==> src/rtl/blob_centroid_tracker.sv <==
// blob_centroid_tracker
//
// Multi-channel colour-blob centroid tracker in the VGA pixel stream. For each of NUM_CH
// RGB threshold windows it accumulates the X/Y sums and the count of matching pixels over
// a frame. At each frame end the totals go to shadow registers, and a shared restoring
// divider computes per-channel centroids. The results are published together with a
// one-cycle RESULT_VALID strobe.
//
// Optional feature: define BLOB_OVERLAY_EN to draw a magenta crosshair at every published
// centroid with FOUND=1. Without it, the RGB outputs are a plain 2-cycle delay.
//
// Ports:
//   CLK, RST             pixel clock, asynchronous active-high reset
//   ENABLE               accumulation enable
//   DE, VS               pixel valid, vertical sync (active low)
//   X, Y                 pixel coordinates
//   R_IN, G_IN, B_IN     pixel colour
//   THR_LO, THR_HI       per-channel inclusive {R,G,B} bounds, channel i at [24i+23:24i]
//   MIN_PIX              minimum matched-pixel count for FOUND
//   CX, CY               per-channel centroids
//   PIX_COUNT            per-channel matched pixels in the last published frame
//   FOUND                per-channel blob present
//   RESULT_VALID         one-cycle strobe while new results are presented
//   OVERRUN              one-cycle strobe when a frame end arrived while dividing
//   R_OUT, G_OUT, B_OUT  pixel stream delayed by 2 cycles
module blob_centroid_tracker #(
  parameter int unsigned NUM_CH = 2,
  parameter int unsigned CNT_W  = 13,
  parameter int unsigned PIX_W  = 20
) (
  input  logic                    CLK,
  input  logic                    RST,
  input  logic                    ENABLE,
  input  logic                    DE,
  input  logic                    VS,
  input  logic [CNT_W-1:0]        X,
  input  logic [CNT_W-1:0]        Y,
  input  logic [7:0]              R_IN,
  input  logic [7:0]              G_IN,
  input  logic [7:0]              B_IN,
  input  logic [NUM_CH*24-1:0]    THR_LO,
  input  logic [NUM_CH*24-1:0]    THR_HI,
  input  logic [PIX_W-1:0]        MIN_PIX,
  output logic [NUM_CH*CNT_W-1:0] CX,
  output logic [NUM_CH*CNT_W-1:0] CY,
  output logic [NUM_CH*PIX_W-1:0] PIX_COUNT,
  output logic [NUM_CH-1:0]       FOUND,
  output logic                    RESULT_VALID,
  output logic                    OVERRUN,
  output logic [7:0]              R_OUT,
  output logic [7:0]              G_OUT,
  output logic [7:0]              B_OUT
);

  localparam int unsigned SUM_W = CNT_W + PIX_W;
  localparam int unsigned CH_W  = (NUM_CH > 1) ? $clog2(NUM_CH) : 1;
  localparam int unsigned STP_W = $clog2(CNT_W + 1);
  localparam logic [CH_W-1:0]  LastCh   = CH_W'(NUM_CH - 1);
  localparam logic [STP_W-1:0] LastStep = STP_W'(CNT_W);

  typedef enum logic [1:0] {
    StWaitFrame,
    StAccum,
    StDiv,
    StUpdate
  } state_t;

  state_t r_state, w_state_nxt;

  // ---------------------------------------------------------------------------------------
  // Stage 1: register the pixel and its per-channel window match
  // ---------------------------------------------------------------------------------------
  logic [NUM_CH-1:0] w_match_in;
  logic [NUM_CH-1:0] r_s1_match;
  logic              r_s1_vs;
  logic [CNT_W-1:0]  r_s1_x;
  logic [CNT_W-1:0]  r_s1_y;
  logic [7:0]        r_s1_r;
  logic [7:0]        r_s1_g;
  logic [7:0]        r_s1_b;

  always_comb begin
    w_match_in = '0;
    for (int unsigned i = 0; i < NUM_CH; i++) begin
      w_match_in[i] = DE && ENABLE &&
                      (R_IN >= THR_LO[24*i+16 +: 8]) && (R_IN <= THR_HI[24*i+16 +: 8]) &&
                      (G_IN >= THR_LO[24*i+8  +: 8]) && (G_IN <= THR_HI[24*i+8  +: 8]) &&
                      (B_IN >= THR_LO[24*i    +: 8]) && (B_IN <= THR_HI[24*i    +: 8]);
    end
  end

  always_ff @(posedge CLK or posedge RST) begin
    if (RST) begin
      r_s1_match <= '0;
      r_s1_vs    <= 1'b0;
      r_s1_x     <= '0;
      r_s1_y     <= '0;
      r_s1_r     <= '0;
      r_s1_g     <= '0;
      r_s1_b     <= '0;
    end else begin
      r_s1_match <= w_match_in;
      r_s1_vs    <= VS;
      r_s1_x     <= X;
      r_s1_y     <= Y;
      r_s1_r     <= R_IN;
      r_s1_g     <= G_IN;
      r_s1_b     <= B_IN;
    end
  end

  // ---------------------------------------------------------------------------------------
  // Stage 2: frame-end detection, pixel output, accumulation
  // ---------------------------------------------------------------------------------------
  logic       r_s2_vs;
  logic [7:0] r_s2_r;
  logic [7:0] r_s2_g;
  logic [7:0] r_s2_b;
  logic       w_frame_end;
  logic       w_cross;

  // Falling VS between stage 1 and stage 2 keeps the frame boundary aligned with the pixel
  // currently entering accumulation.
  assign w_frame_end = r_s2_vs && !r_s1_vs;

  // Published results (declared here because the overlay reads them)
  logic [CNT_W-1:0]  r_cx    [NUM_CH];
  logic [CNT_W-1:0]  r_cy    [NUM_CH];
  logic [PIX_W-1:0]  r_pix   [NUM_CH];
  logic [NUM_CH-1:0] r_found;

`ifdef BLOB_OVERLAY_EN
  always_comb begin
    w_cross = 1'b0;
    for (int unsigned i = 0; i < NUM_CH; i++) begin
      if (r_found[i] && ((r_s1_x == r_cx[i]) || (r_s1_y == r_cy[i]))) begin
        w_cross = 1'b1;
      end
    end
  end
`else
  assign w_cross = 1'b0;
`endif

  always_ff @(posedge CLK or posedge RST) begin
    if (RST) begin
      r_s2_vs <= 1'b0;
      r_s2_r  <= '0;
      r_s2_g  <= '0;
      r_s2_b  <= '0;
    end else begin
      r_s2_vs <= r_s1_vs;
      r_s2_r  <= w_cross ? 8'hFF : r_s1_r;
      r_s2_g  <= w_cross ? 8'h00 : r_s1_g;
      r_s2_b  <= w_cross ? 8'hFF : r_s1_b;
    end
  end

  assign R_OUT = r_s2_r;
  assign G_OUT = r_s2_g;
  assign B_OUT = r_s2_b;

  logic [PIX_W-1:0] r_acc_cnt [NUM_CH];
  logic [SUM_W-1:0] r_acc_sx  [NUM_CH];
  logic [SUM_W-1:0] r_acc_sy  [NUM_CH];

  // Every frame end clears the accumulators, including one that is dropped as an overrun.
  always_ff @(posedge CLK or posedge RST) begin
    if (RST) begin
      for (int unsigned i = 0; i < NUM_CH; i++) begin
        r_acc_cnt[i] <= '0;
        r_acc_sx[i]  <= '0;
        r_acc_sy[i]  <= '0;
      end
    end else if (w_frame_end || (r_state == StWaitFrame)) begin
      for (int unsigned i = 0; i < NUM_CH; i++) begin
        r_acc_cnt[i] <= '0;
        r_acc_sx[i]  <= '0;
        r_acc_sy[i]  <= '0;
      end
    end else begin
      for (int unsigned i = 0; i < NUM_CH; i++) begin
        // A saturated count freezes the sums too, so the quotient stays below 2^CNT_W.
        if (r_s1_match[i] && (r_acc_cnt[i] != '1)) begin
          r_acc_cnt[i] <= r_acc_cnt[i] + PIX_W'(1);
          r_acc_sx[i]  <= r_acc_sx[i] + {{PIX_W{1'b0}}, r_s1_x};
          r_acc_sy[i]  <= r_acc_sy[i] + {{PIX_W{1'b0}}, r_s1_y};
        end
      end
    end
  end

  // ---------------------------------------------------------------------------------------
  // Shadow snapshot
  // ---------------------------------------------------------------------------------------
  logic [PIX_W-1:0] r_sh_cnt [NUM_CH];
  logic [SUM_W-1:0] r_sh_sx  [NUM_CH];
  logic [SUM_W-1:0] r_sh_sy  [NUM_CH];

  always_ff @(posedge CLK or posedge RST) begin
    if (RST) begin
      for (int unsigned i = 0; i < NUM_CH; i++) begin
        r_sh_cnt[i] <= '0;
        r_sh_sx[i]  <= '0;
        r_sh_sy[i]  <= '0;
      end
    end else if (w_frame_end && (r_state == StAccum)) begin
      for (int unsigned i = 0; i < NUM_CH; i++) begin
        r_sh_cnt[i] <= r_acc_cnt[i];
        r_sh_sx[i]  <= r_acc_sx[i];
        r_sh_sy[i]  <= r_acc_sy[i];
      end
    end
  end

  // ---------------------------------------------------------------------------------------
  // Shared restoring divider: step 0 loads, steps 1..CNT_W each retire one quotient bit.
  // The remainder starts with the upper PIX_W bits of the sum. This is valid because
  // sum <= count * (2^CNT_W - 1), which also guarantees that the quotient fits in CNT_W
  // bits. Quotient bits shift into the vacated low end of the dividend register.
  // ---------------------------------------------------------------------------------------
  logic [CH_W-1:0]  r_ch;
  logic [STP_W-1:0] r_step;
  logic [PIX_W-1:0] r_remx;
  logic [PIX_W-1:0] r_remy;
  logic [CNT_W-1:0] r_dvx;
  logic [CNT_W-1:0] r_dvy;
  logic [CNT_W-1:0] r_qx [NUM_CH];
  logic [CNT_W-1:0] r_qy [NUM_CH];

  logic [SUM_W-1:0] w_sx;
  logic [SUM_W-1:0] w_sy;
  logic [PIX_W-1:0] w_div;
  logic [PIX_W:0]   w_tx;
  logic [PIX_W:0]   w_ty;
  logic             w_gex;
  logic             w_gey;
  logic [PIX_W-1:0] w_remx_nxt;
  logic [PIX_W-1:0] w_remy_nxt;
  logic [CNT_W-1:0] w_qx_nxt;
  logic [CNT_W-1:0] w_qy_nxt;
  logic             w_last_step;
  logic             w_div_done;

  assign w_sx  = r_sh_sx[r_ch];
  assign w_sy  = r_sh_sy[r_ch];
  assign w_div = r_sh_cnt[r_ch];

  assign w_tx       = {r_remx, r_dvx[CNT_W-1]};
  assign w_ty       = {r_remy, r_dvy[CNT_W-1]};
  assign w_gex      = (w_tx >= {1'b0, w_div});
  assign w_gey      = (w_ty >= {1'b0, w_div});
  assign w_remx_nxt = w_gex ? PIX_W'(w_tx - {1'b0, w_div}) : w_tx[PIX_W-1:0];
  assign w_remy_nxt = w_gey ? PIX_W'(w_ty - {1'b0, w_div}) : w_ty[PIX_W-1:0];
  assign w_qx_nxt   = {r_dvx[CNT_W-2:0], w_gex};
  assign w_qy_nxt   = {r_dvy[CNT_W-2:0], w_gey};

  assign w_last_step = (r_state == StDiv) && (r_step == LastStep);
  assign w_div_done  = w_last_step && (r_ch == LastCh);

  always_ff @(posedge CLK or posedge RST) begin
    if (RST) begin
      r_ch   <= '0;
      r_step <= '0;
      r_remx <= '0;
      r_remy <= '0;
      r_dvx  <= '0;
      r_dvy  <= '0;
      for (int unsigned i = 0; i < NUM_CH; i++) begin
        r_qx[i] <= '0;
        r_qy[i] <= '0;
      end
    end else if ((r_state == StAccum) && w_frame_end) begin
      r_ch   <= '0;
      r_step <= '0;
    end else if (r_state == StDiv) begin
      if (r_step == '0) begin
        r_remx <= w_sx[SUM_W-1:CNT_W];
        r_remy <= w_sy[SUM_W-1:CNT_W];
        r_dvx  <= w_sx[CNT_W-1:0];
        r_dvy  <= w_sy[CNT_W-1:0];
      end else begin
        r_remx <= w_remx_nxt;
        r_remy <= w_remy_nxt;
        r_dvx  <= w_qx_nxt;
        r_dvy  <= w_qy_nxt;
      end
      if (w_last_step) begin
        r_step <= '0;
        if (r_ch != LastCh) begin
          r_ch <= r_ch + CH_W'(1);
        end
        // A zero count would produce a meaningless quotient, so it is not stored.
        if (w_div != '0) begin
          r_qx[r_ch] <= w_qx_nxt;
          r_qy[r_ch] <= w_qy_nxt;
        end
      end else begin
        r_step <= r_step + STP_W'(1);
      end
    end
  end

  // ---------------------------------------------------------------------------------------
  // Result registers: loaded on the edge that enters StUpdate, so the values are already
  // present while RESULT_VALID is high. The last channel's quotient is taken straight from
  // the divider because it completes on that same edge.
  // ---------------------------------------------------------------------------------------
  logic [NUM_CH-1:0] w_found;

  always_comb begin
    w_found = '0;
    for (int unsigned i = 0; i < NUM_CH; i++) begin
      w_found[i] = (r_sh_cnt[i] != '0) && (r_sh_cnt[i] >= MIN_PIX);
    end
  end

  always_ff @(posedge CLK or posedge RST) begin
    if (RST) begin
      r_found <= '0;
      for (int unsigned i = 0; i < NUM_CH; i++) begin
        r_cx[i]  <= '0;
        r_cy[i]  <= '0;
        r_pix[i] <= '0;
      end
    end else if (w_div_done) begin
      r_found <= w_found;
      for (int unsigned i = 0; i < NUM_CH; i++) begin
        r_pix[i] <= r_sh_cnt[i];
        if (w_found[i]) begin
          r_cx[i] <= (i == NUM_CH - 1) ? w_qx_nxt : r_qx[i];
          r_cy[i] <= (i == NUM_CH - 1) ? w_qy_nxt : r_qy[i];
        end
      end
    end
  end

  logic r_overrun;

  always_ff @(posedge CLK or posedge RST) begin
    if (RST) begin
      r_overrun <= 1'b0;
    end else begin
      r_overrun <= w_frame_end && ((r_state == StDiv) || (r_state == StUpdate));
    end
  end

  assign OVERRUN = r_overrun;
  assign FOUND   = r_found;

  for (genvar g = 0; g < NUM_CH; g++) begin : g_pack
    assign CX[g*CNT_W +: CNT_W]        = r_cx[g];
    assign CY[g*CNT_W +: CNT_W]        = r_cy[g];
    assign PIX_COUNT[g*PIX_W +: PIX_W] = r_pix[g];
  end

  // ---------------------------------------------------------------------------------------
  // Control FSM
  // ---------------------------------------------------------------------------------------
  always_ff @(posedge CLK or posedge RST) begin
    if (RST) begin
      r_state <= StWaitFrame;
    end else begin
      r_state <= w_state_nxt;
    end
  end

  always_comb begin
    w_state_nxt  = r_state;
    RESULT_VALID = 1'b0;
    unique case (r_state)
      StWaitFrame: begin
        // The first frame end after reset only marks the start of a full frame.
        if (w_frame_end) w_state_nxt = StAccum;
      end
      StAccum: begin
        if (w_frame_end) w_state_nxt = StDiv;
      end
      StDiv: begin
        if (w_div_done) w_state_nxt = StUpdate;
      end
      StUpdate: begin
        RESULT_VALID = 1'b1;
        w_state_nxt  = StAccum;
      end
      default: w_state_nxt = StWaitFrame;
    endcase
  end

endmodule

==> config.mk <==
export PLATFORM = sky130hd
export DESIGN_NAME = blob_centroid_tracker
export DESIGN_NICKNAME = d
export VERILOG_FILES = /design/src/rtl/blob_centroid_tracker.sv
export SDC_FILE = /design/constraint.sdc
export NUM_CORES = 2
export LEC_CHECK = 0
export ABC_AREA = 0
export BUFFER_PORTS_ARGS = -buffer_cell sky130_fd_sc_hd__clkbuf_2
export CORE_ASPECT_RATIO = 1.2
export CORE_MARGIN = 2
export CORE_UTILIZATION = 40
export CTS_CLUSTER_DIAMETER = 200
export DETAILED_ROUTE_END_ITERATION = 7
export GPL_TIMING_DRIVEN = 0
export SYNTH_ARGS = -nofsm -noshare
export SYNTH_HDL_FRONTEND = slang
export SYNTH_SLANG_ARGS = --single-unit
==> constraint.sdc <==
create_clock -name CLK -period 54.1 [get_ports CLK]
set_clock_uncertainty 0.2 [all_clocks]
set_input_delay 5.41 -clock CLK [delete_from_list [all_inputs] [get_ports CLK]]
set_output_delay 5.41 -clock CLK [all_outputs]
set_load 0.02 [all_outputs]
==> out/metrics.yaml <==
finalHoldViolCount: 0
grt_pass1_vias: 26500
dr.first_iter.drc_count: 1630
synthFlopType: "dfrtp_1"
antennaDiodeCount: 0
critical_path_class: "primary input to register"
grt_util_met3: 0.0362
period_minus_slack_ps: 8170
r2r-end: "r_remy[19]"
cp_slowest_stage_delay_ps: 870
holdPathStages: 0
wl_per_cell_um: 20.4
antenna_found_initial: 2
yosys_warnings: 0
worst_slew_pin_slew_ps: 1400
die-height_um: 319
max_cap_violations: 0
place_area_mm2: 0.0360
final-seq-area_mm2: 0.0154
rsz0062_at_grt: "no"
vias: 26200
cts_repair_resize_count: 0
synthTopCellsByArea: "dfrtp_1 (47%), ha_1 (9.1%), nand2_1 (7.8%)"
vdd_drop_max_mv: 0.0223
viasPerCell: 5.37
multiInputGateArea_mm2: 0.0165
cts_tree: "yes"
final.setup.tns_ps: 0
io_pins: 291
synth_seq_cells: 616
numClockSinks: 616
path_cells: "clkbuf_2 > inv_1 > ha_1 > nand2_1 > nor3_1 > o31ai_1 > a21oi_1 > o21ai_0 > o21ai_0 > buf_2 > buf_2 > mux2_2"
syn2layout_area_growth_pct: 15.7
ctsHoldBuffers: 0
slew_viol_final: 0
cp_slowest_cell: "o21ai_0"
async_flop_share: 1.00
dieWidth_um: 267
cts_setup_buffers: 0
die_area_mm2: 0.0851
fmax_ghz: 0.122
grt_pass1_wl_mm: 155
core_mm2: 0.0820
syn_area_mm2: 0.0331
drive_gt1_frac: 0.157
grt.met1_usage: 0.305
root_buffer: "clkbuf_16"
start_util: 0.404
startpoint: "MIN_PIX[7]"
wl_mm: 99.7
timing.rr.start: "r_ch"
grt_overflow: 0
dp_hpwl_mm: 75.3
ant_nets: 0
setup_violations: 0
ctsLongestPathBuffers: 3
hold_path_class: "register to register"
cp.required_ps: 54420
critPathMaxFanout: 10
cts_buffers: 69
place.gp.congestion: 0.943
gr-usage-all-layers: 0.236
grt-busiest-layer: "met2"
hold_path_end: "R_OUT[1]"
r2r_cells: 14
ys_types: 79
synthesis.instances: 3416
placementRows: 115
period_share: 0.151
leakage_nw: 19.2
ys_seq_area_frac: 0.466
relSlewSlack: 0.0566
layout.nets: 4201
min-delay-start: "r_s1_r[1]"
outcome: "complete, no violations"
dp_cells: 4764
startpoint_type: "primary input"
endpoint_kind: "register"
r2r_slack_ps: 48190
critical-path-top-delay-family: "compound AO/OA/AOI/OAI gates"
synth-edff-count: 0
crit_buf_inv: 4
clk_latency_ps: 630
grt_start_max_net_pins: 123
h-tree-depth: 3
synthesis.nets: 3835
synth_top_area_share: 0.466
fill_cells: 7905
port_buffers: 290
path_clk_slew_ps: 60
grtUsageMet2: 0.401
syn_avg_cell_area_um2: 9.69
drc_errors: 0
yosysTopAreaCell: "dfrtp_1"
p_per_area_mw_per_mm2: 36.9
design_area_mm2: 0.0383
arrival_ps: 8490
drtPass1Iterations: 8
final_cell_count_no_fill: 4884
-- final cells by class --
type / count / share of cell area
multi-input combinational: 2478 / 0.429
sequential: 616 / 0.402
clock buffer: 96 / 0.0516
timing repair buffer: 295 / 0.0415
tap: 1053 / 0.0344
inverter: 180 / 0.0178
buffer: 142 / 0.0148
clock inverter: 24 / 0.00826
-- power breakdown --
part	leakage (nW)	total, mW	switching [mW]	internal, mW
combinational	9.72	0.430	0.278	0.152
clock	1.13	0.482	0.201	0.281
sequential	8.38	0.502	0.0205	0.482
-- how the worst max path moves through the flow --
stage / to / slack [ps] / cells after the start
2_1_floorplan: B_OUT[0] / 31240 / 1
3_3_place_gp: FOUND[0] / 23670 / 2
3_5_place_dp: CY[16] / 45150 / 12
4_1_cts: CY[16] / 45820 / 12
5_1_grt: CY[14] / 45800 / 12
6_report: CY[16] / 45930 / 12
-- kinds of logic after synthesis --
family / synth area share
AO/OA/AOI/OAI: 0.120
AND/OR/NAND/NOR: 0.165
XOR/XNOR: 0.0391
adder cells (fa/ha/maj): 0.0951
flip-flops: 0.466
buffers and inverters: 0.0375
multiplexers: 0.0782
-- stage by stage --
stage | utilization | worst slack, ps | hold slack [ps] | power, mW
finish | 0.467 | 45930 | 145 | 1.41
global route | 0.467 | 45800 | 149 | 1.49
CTS | 0.467 | 45820 | 146 | 1.42
detailed placement | 0.439 | 45150 | 135 | 0.934
global placement | 0.437 | 23670 | 133 | 0.932
floorplan | - | 31240 | 131 | 0.805
-- placed cells by master, fill, tap and decap left out, drive strengths merged, types with 31 or more instances in the layout --
| cell type | synthesis | routed |
|---|---|---|
| xor2 | 88 | 88 |
| o21ai | 146 | 146 |
| a21oi | 164 | 164 |
| nor2 | 194 | 194 |
| nand3 | 96 | 96 |
| inv | 180 | 185 |
| xnor2 | 60 | 60 |
| nand4 | 50 | 50 |
| buf | 29 | 34 |
| mux2i | 81 | 81 |
| or3 | 31 | 31 |
| and3 | 33 | 33 |
| a21o | 65 | 65 |
| nand2 | 684 | 684 |
| ha | 242 | 242 |
| dfrtp | 616 | 616 |
| clkbuf | 113 | 499 |
| a211oi | 34 | 34 |
| o211ai | 37 | 37 |
| nor3 | 36 | 36 |
| mux2 | 158 | 158 |
-- cells in the mapped netlist (65+ instances only) --
library cell	n
dfrtp_1	616
mux2_2	158
nand2_1	684
mux2i_1	81
o21ai_0	144
inv_1	180
a21o_1	65
a21oi_1	163
clkbuf_1	113
xor2_1	88
ha_1	242
nand3_1	96
nor2_1	194
-- metal layers --
metal | wire length [um] | vias up | share of wire
li1 | - | 12600 | -
met1 | 42800 | 12800 | 0.43
met2 | 48200 | 702 | 0.48
met3 | 5300 | 177 | 0.053
met4 | 3360 | 2 | 0.034
met5 | 10 | - | 0.00010
-- sequential cells by signal (all words and copies together) (netlist names), 20 cells and up --
| register | cells |
|---|---|
| r_acc_cnt | 40 |
| r_sh_cnt | 40 |
| r_sh_sy | 66 |
| PIX_COUNT | 40 |
| r_acc_sx | 66 |
| r_sh_sx | 66 |
| r_acc_sy | 66 |
| r_remy | 20 |
| r_remx | 20 |
| CY | 26 |
| CX | 26 |
No activity file was read; power rests on OpenSTA's default activity.
